### src/rtl/nr_div_scheduler.sv
`default_nettype none
// +--------------------------------------------------------------------------+
// | nr_div_scheduler: round-robin arbiter sharing one Newton-Raphson divider |
// | Rev 1.0 - initial release                                                |
// +--------------------------------------------------------------------------+
module nr_div_scheduler #(
  parameter int N_REQ   = 4,
  parameter int ITERS   = 8,
  parameter int TIMEOUT = 255
) (
  input  logic                clk,
  input  logic                rst,
  input  logic [N_REQ-1:0]    req_valid,
  output logic [N_REQ-1:0]    req_ready,
  input  logic [16*N_REQ-1:0] req_nr,
  input  logic [16*N_REQ-1:0] req_dr,
  output logic [N_REQ-1:0]    rsp_valid,
  output logic [15:0]         rsp_res,
  output logic                rsp_err,
  output logic                div_start,
  output logic [15:0]         div_nr,
  output logic [15:0]         div_dr,
  output logic [15:0]         div_guess,
  output logic [7:0]          div_iters,
  input  logic                div_done,
  input  logic [15:0]         div_res
);

  localparam int IW = (N_REQ > 1) ? $clog2(N_REQ) : 1;
  localparam int CW = (TIMEOUT > 1) ? $clog2(TIMEOUT + 1) : 1;
  localparam logic [N_REQ-1:0] ONE = {{(N_REQ-1){1'b0}}, 1'b1};

  typedef enum logic [1:0] {IDLE = 2'd0, START = 2'd1, WAIT = 2'd2, RESP = 2'd3} state_t;

  state_t          state_q;
  logic [IW-1:0]   ptr_q, ptr_d, idx_q;
  logic [CW-1:0]   cnt_q;
  logic [N_REQ-1:0] rsp_valid_q;
  logic [15:0]     rsp_res_q, nr_q, dr_q, guess_q;
  logic            rsp_err_q, div_start_q;

  logic            hi_vld, lo_vld, grant_vld;
  logic [IW-1:0]   hi_idx, lo_idx, grant_idx;
  logic [15:0]     sel_nr, sel_dr, seed_mag, seed;
  logic [16:0]     dr_mag;
  logic [4:0]      lead_pos;
  logic [31:0]     seed_wide;

  // Lowest requester at or above ptr wins; otherwise wrap to the lowest overall.
  always_comb begin
    hi_vld = 1'b0;
    hi_idx = '0;
    lo_vld = 1'b0;
    lo_idx = '0;
    for (int i = N_REQ - 1; i >= 0; i--) begin
      if (req_valid[i]) begin
        lo_vld = 1'b1;
        lo_idx = IW'(i);
        if (i >= int'(ptr_q)) begin
          hi_vld = 1'b1;
          hi_idx = IW'(i);
        end
      end
    end
  end

  assign grant_vld = lo_vld;
  assign grant_idx = hi_vld ? hi_idx : lo_idx;
  assign ptr_d     = (int'(grant_idx) == N_REQ - 1) ? '0 : grant_idx + 1'b1;
  assign req_ready = (state_q == IDLE && grant_vld) ? (ONE << grant_idx) : '0;
  assign sel_nr    = req_nr[{grant_idx, 4'b0000} +: 16];
  assign sel_dr    = req_dr[{grant_idx, 4'b0000} +: 16];

  // Magnitude in 17 bits so that -32768 maps to +32768 without overflow.
  assign dr_mag = sel_dr[15] ? (17'd0 - {1'b1, sel_dr}) : {1'b0, sel_dr};

  always_comb begin
    lead_pos = '0;
    for (int i = 0; i < 17; i++) begin
      if (dr_mag[i]) lead_pos = 5'(i);
    end
  end

  assign seed_wide = 32'd3 << (5'd18 - lead_pos);
  assign seed_mag  = (seed_wide > 32'h0000_7FFF) ? 16'h7FFF : seed_wide[15:0];
  assign seed      = sel_dr[15] ? (16'd0 - seed_mag) : seed_mag;

  always_ff @(posedge clk) begin
    if (rst) begin
      state_q     <= IDLE;
      ptr_q       <= '0;
      idx_q       <= '0;
      cnt_q       <= '0;
      rsp_valid_q <= '0;
      rsp_res_q   <= '0;
      rsp_err_q   <= 1'b0;
      div_start_q <= 1'b0;
      nr_q        <= '0;
      dr_q        <= '0;
      guess_q     <= '0;
    end else begin
      div_start_q <= 1'b0;
      rsp_valid_q <= '0;
      case (state_q)
        IDLE: begin
          if (grant_vld) begin
            idx_q   <= grant_idx;
            ptr_q   <= ptr_d;
            nr_q    <= sel_nr;
            dr_q    <= sel_dr;
            guess_q <= seed;
            if (sel_dr == 16'd0) begin
              rsp_res_q   <= sel_nr[15] ? 16'h8000 : 16'h7FFF;
              rsp_err_q   <= 1'b1;
              rsp_valid_q <= ONE << grant_idx;
              state_q     <= RESP;
            end else begin
              div_start_q <= 1'b1;
              state_q     <= START;
            end
          end
        end
        START: begin
          cnt_q   <= '0;
          state_q <= WAIT;
        end
        WAIT: begin
          if (div_done) begin
            rsp_res_q   <= div_res;
            rsp_err_q   <= 1'b0;
            rsp_valid_q <= ONE << idx_q;
            state_q     <= RESP;
          end else if (cnt_q == CW'(TIMEOUT - 1)) begin
            rsp_res_q   <= '0;
            rsp_err_q   <= 1'b1;
            rsp_valid_q <= ONE << idx_q;
            state_q     <= RESP;
          end else begin
            cnt_q <= cnt_q + 1'b1;
          end
        end
        default: state_q <= IDLE;
      endcase
    end
  end

  assign rsp_valid = rsp_valid_q;
  assign rsp_res   = rsp_res_q;
  assign rsp_err   = rsp_err_q;
  assign div_start = div_start_q;
  assign div_nr    = nr_q;
  assign div_dr    = dr_q;
  assign div_guess = guess_q;
  assign div_iters = 8'(ITERS);

endmodule
`default_nettype wire

### config.mk
export PLATFORM = sky130hd
export DESIGN_NAME = nr_div_scheduler
export DESIGN_NICKNAME = d
export VERILOG_FILES = /design/src/rtl/nr_div_scheduler.sv
export SDC_FILE = /design/constraint.sdc
export NUM_CORES = 1
export LEC_CHECK = 0
export ABC_AREA = 1
export BUFFER_PORTS_ARGS = -buffer_cell sky130_fd_sc_hd__buf_2
export CAP_MARGIN = 20
export CORE_MARGIN = 2
export CORE_UTILIZATION = 30
export CTS_CLUSTER_SIZE = 20
export DETAILED_ROUTE_END_ITERATION = 8
export SYNTH_ARGS = -nofsm -noshare
export SYNTH_HDL_FRONTEND = slang
export SYNTH_SLANG_ARGS = --single-unit
### constraint.sdc
create_clock -name clk -period 8.9 [get_ports clk]
set_clock_uncertainty 0.15 [all_clocks]
set_input_delay 0.445 -clock clk [delete_from_list [all_inputs] [get_ports clk]]
set_output_delay 0.445 -clock clk [all_outputs]
set_load 0.005 [all_outputs]
Yosys cells after proc, flatten, opt, wreduce, memory -nomap -nowiden:

Index checks and enable logic that the tools add are counted.

* logic and storage cells: 113
* bits of input ports: 151
* register bits: 84

* equality and inequality tests: 9
* reductions and logical operators: 10
* $lt $le $gt $ge: 4
* muxes and demuxes: 67
* shift operators: 5
* bitwise operators: 2
* $add $sub $neg: 5

Operator list (count)
* indexed part select 64 x 7 -> 16 bit: 2
* 2-to-1 mux 16 bit: 7
* 2-to-1 mux 5 bit: 15
* greater-than comparator 32 x 15 -> 1 bit, second input constant: 1
* 2-to-1 mux 2 bit: 16
* one-hot mux 16 bit (2 select lines): 1
* << shifter 2 x 5 -> 32 bit, first input constant: 1
* 2-to-1 mux 4 bit: 5
* 2-to-1 mux 17 bit: 1
* subtractor 1 x 17 -> 17 bit, first input constant: 1
* zero test 16 bit: 1
* 2-to-1 mux 1 bit: 16
* 2-to-1 mux 8 bit: 2
* one-hot mux 8 bit (2 select lines): 1
* subtractor 1 x 16 -> 16 bit, first input constant: 1
* adder 8 x 1 -> 8 bit, second input constant: 1
* == test 8 bit, second input constant: 1
* one-hot mux 4 bit (2 select lines): 1
* << shifter 1 x 2 -> 4 bit, first input constant: 2
* != test 2 bit, second input constant: 3
* one-hot mux 2 bit (3 select lines): 1
* subtractor 5 bit, first input constant: 1
* == test 2 x 1 -> 1 bit, second input constant: 2
* >= comparator 1 x 2 -> 1 bit, first input constant: 2
* other kinds (14): 17

Depth between registers and ports, before layout:

* depth after elaboration: 33
* mapped depth: 47

Least setup slack after synthesis:

Ideal clock, no wire load.

* kind: input -> register
* start: in req_valid[0]
* end: reg guess_q[3], in the netlist div_guess[3]
* cell stages on the path: 33
* library setup time: 116 ps
* buffers on the path: 3
* data required time: 8634 ps
* setup slack: 3790 ps
* arrival: 4843 ps
* path through: inv_1 -> nor2_2 -> nor2_2 -> nand2_4 -> buf_6 -> nand2_1 -> nand3_1 -> nand2_1 -> ha_1 -> nand3_2 -> nor2_2 -> nand2_2 -> nor2_2 -> nand3_1 -> nand2_2 -> xor2_2 -> nand2_2 -> a21oi_4 -> inv_2 -> ha_1 -> ha_1 -> clkbuf_1 -> o21ai_0 -> nand3_4 -> nand2_4 -> inv_2 -> buf_6 -> ha_1 -> or2_2 -> a21oi_1 -> o21ai_1 -> o211ai_1 -> inv_1

* cells in the longest elaborated chain, start to end: 27
* elaborated cells between the ends (all ways): 31
* those cells by class: 3 x add/sub; 1 x order compare; 2 x shift; 24 x mux; 1 x reduce/logical

Ends and longest elaborated chain
* start: declaration: line 13 `input logic [N_REQ-1:0] req_valid,`
* 2-to-1 mux 2 bit / 2-to-1 mux 1 bit (equally long branches): line 56 `if (req_valid[i]) begin`
* 2-to-1 mux 2 bit: line 68 `assign grant_idx = hi_vld ? hi_idx : lo_idx;`
* indexed part select 64 x 7 -> 16 bit: line 72 `assign sel_dr = req_dr[{grant_idx, 4'b0000} +: 16];`
* subtractor 1 x 17 -> 17 bit: line 75 `assign dr_mag = sel_dr[15] ? (17'd0 - {1'b1, sel_dr}) : {1'b0, sel_dr};`
* 2-to-1 mux 17 bit: line 75
* 2-to-1 mux 1 bit: line 80 `if (dr_mag[i]) lead_pos = 5'(i);`
* 2-to-1 mux 5 bit (15 in series): line 80
* subtractor 5 bit: line 84 `assign seed_wide = 32'd3 << (5'd18 - lead_pos);`
* << shifter 2 x 5 -> 32 bit: line 84
* greater-than comparator 32 x 15 -> 1 bit: line 85 `assign seed_mag = (seed_wide > 32'h0000_7FFF) ? 16'h7FFF : seed_wide[15:0];`
* 2-to-1 mux 16 bit: line 85
* subtractor 1 x 16 -> 16 bit: line 86 `assign seed = sel_dr[15] ? (16'd0 - seed_mag) : seed_mag;`
* 2-to-1 mux 16 bit: line 86
* end signal: assignment: line 100 `guess_q <= '0;`
* end signal: assignment: line 111 `guess_q <= seed;`
* end: declaration: line 39 `logic [15:0] rsp_res_q, nr_q, dr_q, guess_q;`

Parallel ways exist; a longest one is shown, timed or not.
A chain may end at the register's enable or synchronous reset.

Final worst setup path:

* start: reg ptr_q[0]
* end: reg guess_q[3], in the netlist div_guess[3]

* cells in the longest elaborated chain, start to end: 33
* elaborated cells between the ends (all ways): 41
* those cells by class: 3 x add/sub; 4 x order compare; 2 x shift; 32 x mux

Ends and longest elaborated chain
* start: declaration: line 36 `logic [IW-1:0] ptr_q, ptr_d, idx_q;`
* start signal: assignment: line 108 `ptr_q <= ptr_d;`
* >= comparator 2 bit: line 59 `if (i >= int'(ptr_q)) begin`
* 2-to-1 mux 2 bit / 2-to-1 mux 1 bit (equally long branches): line 59
* 2-to-1 mux 2 bit / 2-to-1 mux 1 bit (equally long branches): line 56
* 2-to-1 mux 2 bit / 2-to-1 mux 1 bit (equally long branches): line 59
* 2-to-1 mux 2 bit / 2-to-1 mux 1 bit (equally long branches): line 56
* 2-to-1 mux 2 bit / 2-to-1 mux 1 bit (equally long branches): line 59
* 2-to-1 mux 2 bit / 2-to-1 mux 1 bit (equally long branches): line 56
* 2-to-1 mux 2 bit (*): line 68
* [3 not listed]
* 2-to-1 mux 1 bit: line 80
* 2-to-1 mux 5 bit (15 in series): line 80
* subtractor 5 bit: line 84
* << shifter 2 x 5 -> 32 bit: line 84
* greater-than comparator 32 x 15 -> 1 bit: line 85
* 2-to-1 mux 16 bit: line 85
* subtractor 1 x 16 -> 16 bit: line 86
* 2-to-1 mux 16 bit (*): line 86

Mark *: on every way between the ends. The rest lies on a longest branch, timed or not.

==> results.py <==
metrics = {
    "hold_path": {
        "hold_start": "div_res[10]",
        "hold_path.class": "in2reg",
        "hold_depth": 3,
        "holdPathEnd": "rsp_res[10]",
    },
    "synthesis": {
        "async_flop_share": 0,
        "syn_inst": 909,
        "synth_warnings": 0,
        "synth_cell_types": 48,
        "synth_top_cell_by_area": "dfxtp_1",
        "ys_seq_area_frac": 0.2920,
        "netlist.area_leader.share": 0.2920,
        "synth.area.top_cells": "dfxtp_1 (29%), nand2_1 (14%), nor2_1 (7.9%)",
        "syn-mean-instance-area_um2": 6.334,
        "ys_dominant_reg_cell": "dfxtp_1",
        "synth-seq-cells": 84,
        "syn-cell-area_um2": 5758,
        "synth-edff-count": 0,
    },
    "worst_setup_path": {
        "rrSetupSlack_ps": 2870,
        "start_kind": "flip-flop",
        "slowest_stage": "nand2_4",
        "worst-path-stages": 35,
        "worstPathMaxFanout": 73,
        "worstReg2RegStart": "ptr_q[0]",
        "reg2reg_depth": 35,
        "reg2reg_to": "div_guess[3]",
        "path_buf_inv": 4,
        "cp_data_required_time_ps": 8990,
        "cp_top_family": "simple AND/OR/NAND/NOR gates",
        "critPathMaxStageDelay_ps": 480,
        "crit_path_end_kind": "flip-flop",
        "criticalPathCategory": "reg2reg",
        "cp.arrival_ps": 6130,
        "cp_common_cell": "nand2_1",
    },
    "detailed_routing": {
        "num_vias": 6342,
        "drt_iter0_drc": 261,
        "drc_errors": 0,
        "dr.pass1.iters": 4,
        "viasPerCell": 4.729,
        "ant_nets": 0,
        "drt_wl_total_um": 18240,
        "wl_per_cell_um": 13.60,
    },
    "grt": {
        "grt_max_degree": 74,
        "antenna_found_initial": 0,
        "grt_pass1_wl_um": 29340,
        "grt_remaining_overflow": 0,
        "grtUsageTotal": 0.1804,
        "grt_pass1_vias": 5996,
    },
    "clock_network": {
        "clk_latency_ps": 350,
        "cts_tree": "yes",
        "cts.sinks": 84,
        "cts_buffer_depth": 2,
        "root_buffer": "clkbuf_16",
        "numCtsBuffers": 9,
        "clk_pin_slew_ps": 70,
        "h-tree-depth": 3,
        "cts_resized": 0,
        "post-cts-setup-buffers": 0,
        "hold_buffers": 0,
    },
    "sta": {
        "rsz0062_at_grt": "no",
        "fmax_mhz": 165.7,
        "post-route-period-util": 0.6781,
        "slew_headroom": 0.3675,
        "tns_ps": 0,
        "timing.final.crit_period_ps": 6035,
        "worstMarginPinSlew_ps": 947.6,
        "finalSetupViolations": 0,
        "report.final.hold_viol_count": 0,
        "setup_slack_ps": 2865,
        "maxSlewViolCount": 0,
    },
    "floorplan": {
        "std_cell_rows": 50,
        "ios": 233,
        "die_x_um": 142.5,
        "floorplan.core_area_um2": 18770,
        "dieArea_um2": 20320,
        "die_y_um": 142.5,
        "floorplan.initialDensity": 0.3068,
    },
    "pwr": {
        "p_per_area_nw_per_um2": 496.2,
        "irDropWorstVdd_uv": 236.5,
        "cellLeakagePower_uw": 0.003872,
    },
    "place": {
        "dp_cells": 1325,
        "globalplace.congestion": 0.8610,
        "dp_slack_ps": 2666,
        "hpwl_um": 13630,
        "io_buffers": 224,
    },
    "finish": {
        "drive_above_1_share": 0.2737,
        "antenna_cells": 0,
        "area_growth_pct": 26.21,
        "final_util": 0.3872,
        "n_fill_cell": 2037,
        "fin_cells": 1341,
        "final_nets": 1268,
    },
    "status": {
        "status": "complete, no violations",
    },
    "flow_run": {
        "maxCapViolations": 0,
    },
}
[how the worst max path moves through the flow]
stage | start | to | slack, ps
after floorplan | req_valid[0] | div_guess[3] | 3790
final | ptr_q[0] | div_guess[3] | 2870
after global routing | ptr_q[0] | div_guess[11] | 2010
after CTS | ptr_q[0] | div_guess[3] | 2840
after detailed placement | req_valid[0] | div_guess[11] | 2670
after global placement | req_valid[0] | div_guess[3] | 2710
[report_power, final]
group          total, uW  switching, uW  internal [uW]
logic               2590           1710            879
clock network        399            176            223
registers            616           81.3            535
total               3610           1970           1640
[synth_stat cells (2+ instances only)]
library cell and instances:
nand2_1 218, nor2_1 121, inv_1 93, dfxtp_1 84, o21ai_0 69, nand3_1 53
clkbuf_1 28, a21oi_1 27, o211ai_1 19, a31oi_1 17, o22ai_1 16, xor2_1 16
ha_1 15, inv_2 13, nand4_1 13, nand2_2 12, o21ai_1 12, buf_4 9
buf_2 7, nor2_2 7, nor3_1 6, buf_1 5, nand3_2 5, buf_6 4
nand2_4 4, o21bai_1 4, nand3b_1 3, or2_2 3, clkinv_1 2, conb_1 2
nand3_4 2, nor3_2 2, nor4_1 2, o21ai_2 2
[cells in the final DEF, fill, tap and decap left out, types with 12 or more instances in the layout]
master and instances:
nand2_1 218, o22ai_1 16, o21ai_1 12, xor2_1 16
nand4_1 13, nor2_1 121, inv_2 14, a31oi_1 17
a21oi_1 27, nand3_1 53, buf_2 224, nand2_2 12
o211ai_1 19, o21ai_0 69, dfxtp_1 84, ha_1 15
inv_1 92
[through the flow]
step	cell area [um2]	power [uW]	hold slack (ps)
2_1_floorplan	5781	2590	311.8
3_3_place_gp	6960	3195	308.6
3_5_place_dp	6960	3201	307.4
4_1_cts	7267	3620	190.1
5_1_grt	7267	4040	198.3
6_report	7267	3606	202.0
[layer usage]
metal / vias to the layer above / GRT usage / wire length (um)
met1: 2809 / 0.2250 / 8232
met2: 188 / 0.3041 / 8624
met4: 0 / 0.07452 / 440
li1: 3314 / - / -
met3: 31 / 0.03499 / 946
met5: - / 0 / 0
[kinds of logic after synthesis]
logic type               share of synthesized area
AND/OR/NAND/NOR                             0.3483
AO/OA/AOI/OAI                               0.1795
buffers and inverters                       0.1176
flip-flops                                  0.2920
XOR/XNOR                                   0.02868
adder cells (fa/ha/maj)                    0.03259
other                                     0.001304
[worst register-to-register path, delay by kind of cell, from the launching register on]
kind	cells	cell delay, ps
AOI/OAI and AO/OA	4	640
and+or+nand+nor	23	2900
buffers and inverters	4	750
DFF	1	370
xor gates and xnor gates	1	250
adders and majority gates	3	870
[flip-flops by register name, summed over array words and instances (netlist names)]
| signal | count |
|---|---|
| div_nr | 16 |
| div_dr | 16 |
| ptr_q | 2 |
| rsp_valid | 4 |
| state_q | 2 |
| div_guess | 16 |
| cnt_q | 8 |
| rsp_err | 1 |
| rsp_res | 16 |
| idx_q | 2 |
| div_start | 1 |
[final cells by class]
class / count / area [um2] / area share
tap: 234 / 292.8 / 0.04029
inverter: 108 / 405.4 / 0.05579
timing repair buffer: 229 / 1159 / 0.1594
clock buffer: 9 / 225.2 / 0.03099
multi-input combinational: 670 / 3422 / 0.4709
clock inverter: 7 / 81.33 / 0.01119
sequential: 84 / 1682 / 0.2314
Power figures use the tool's default switching activity.
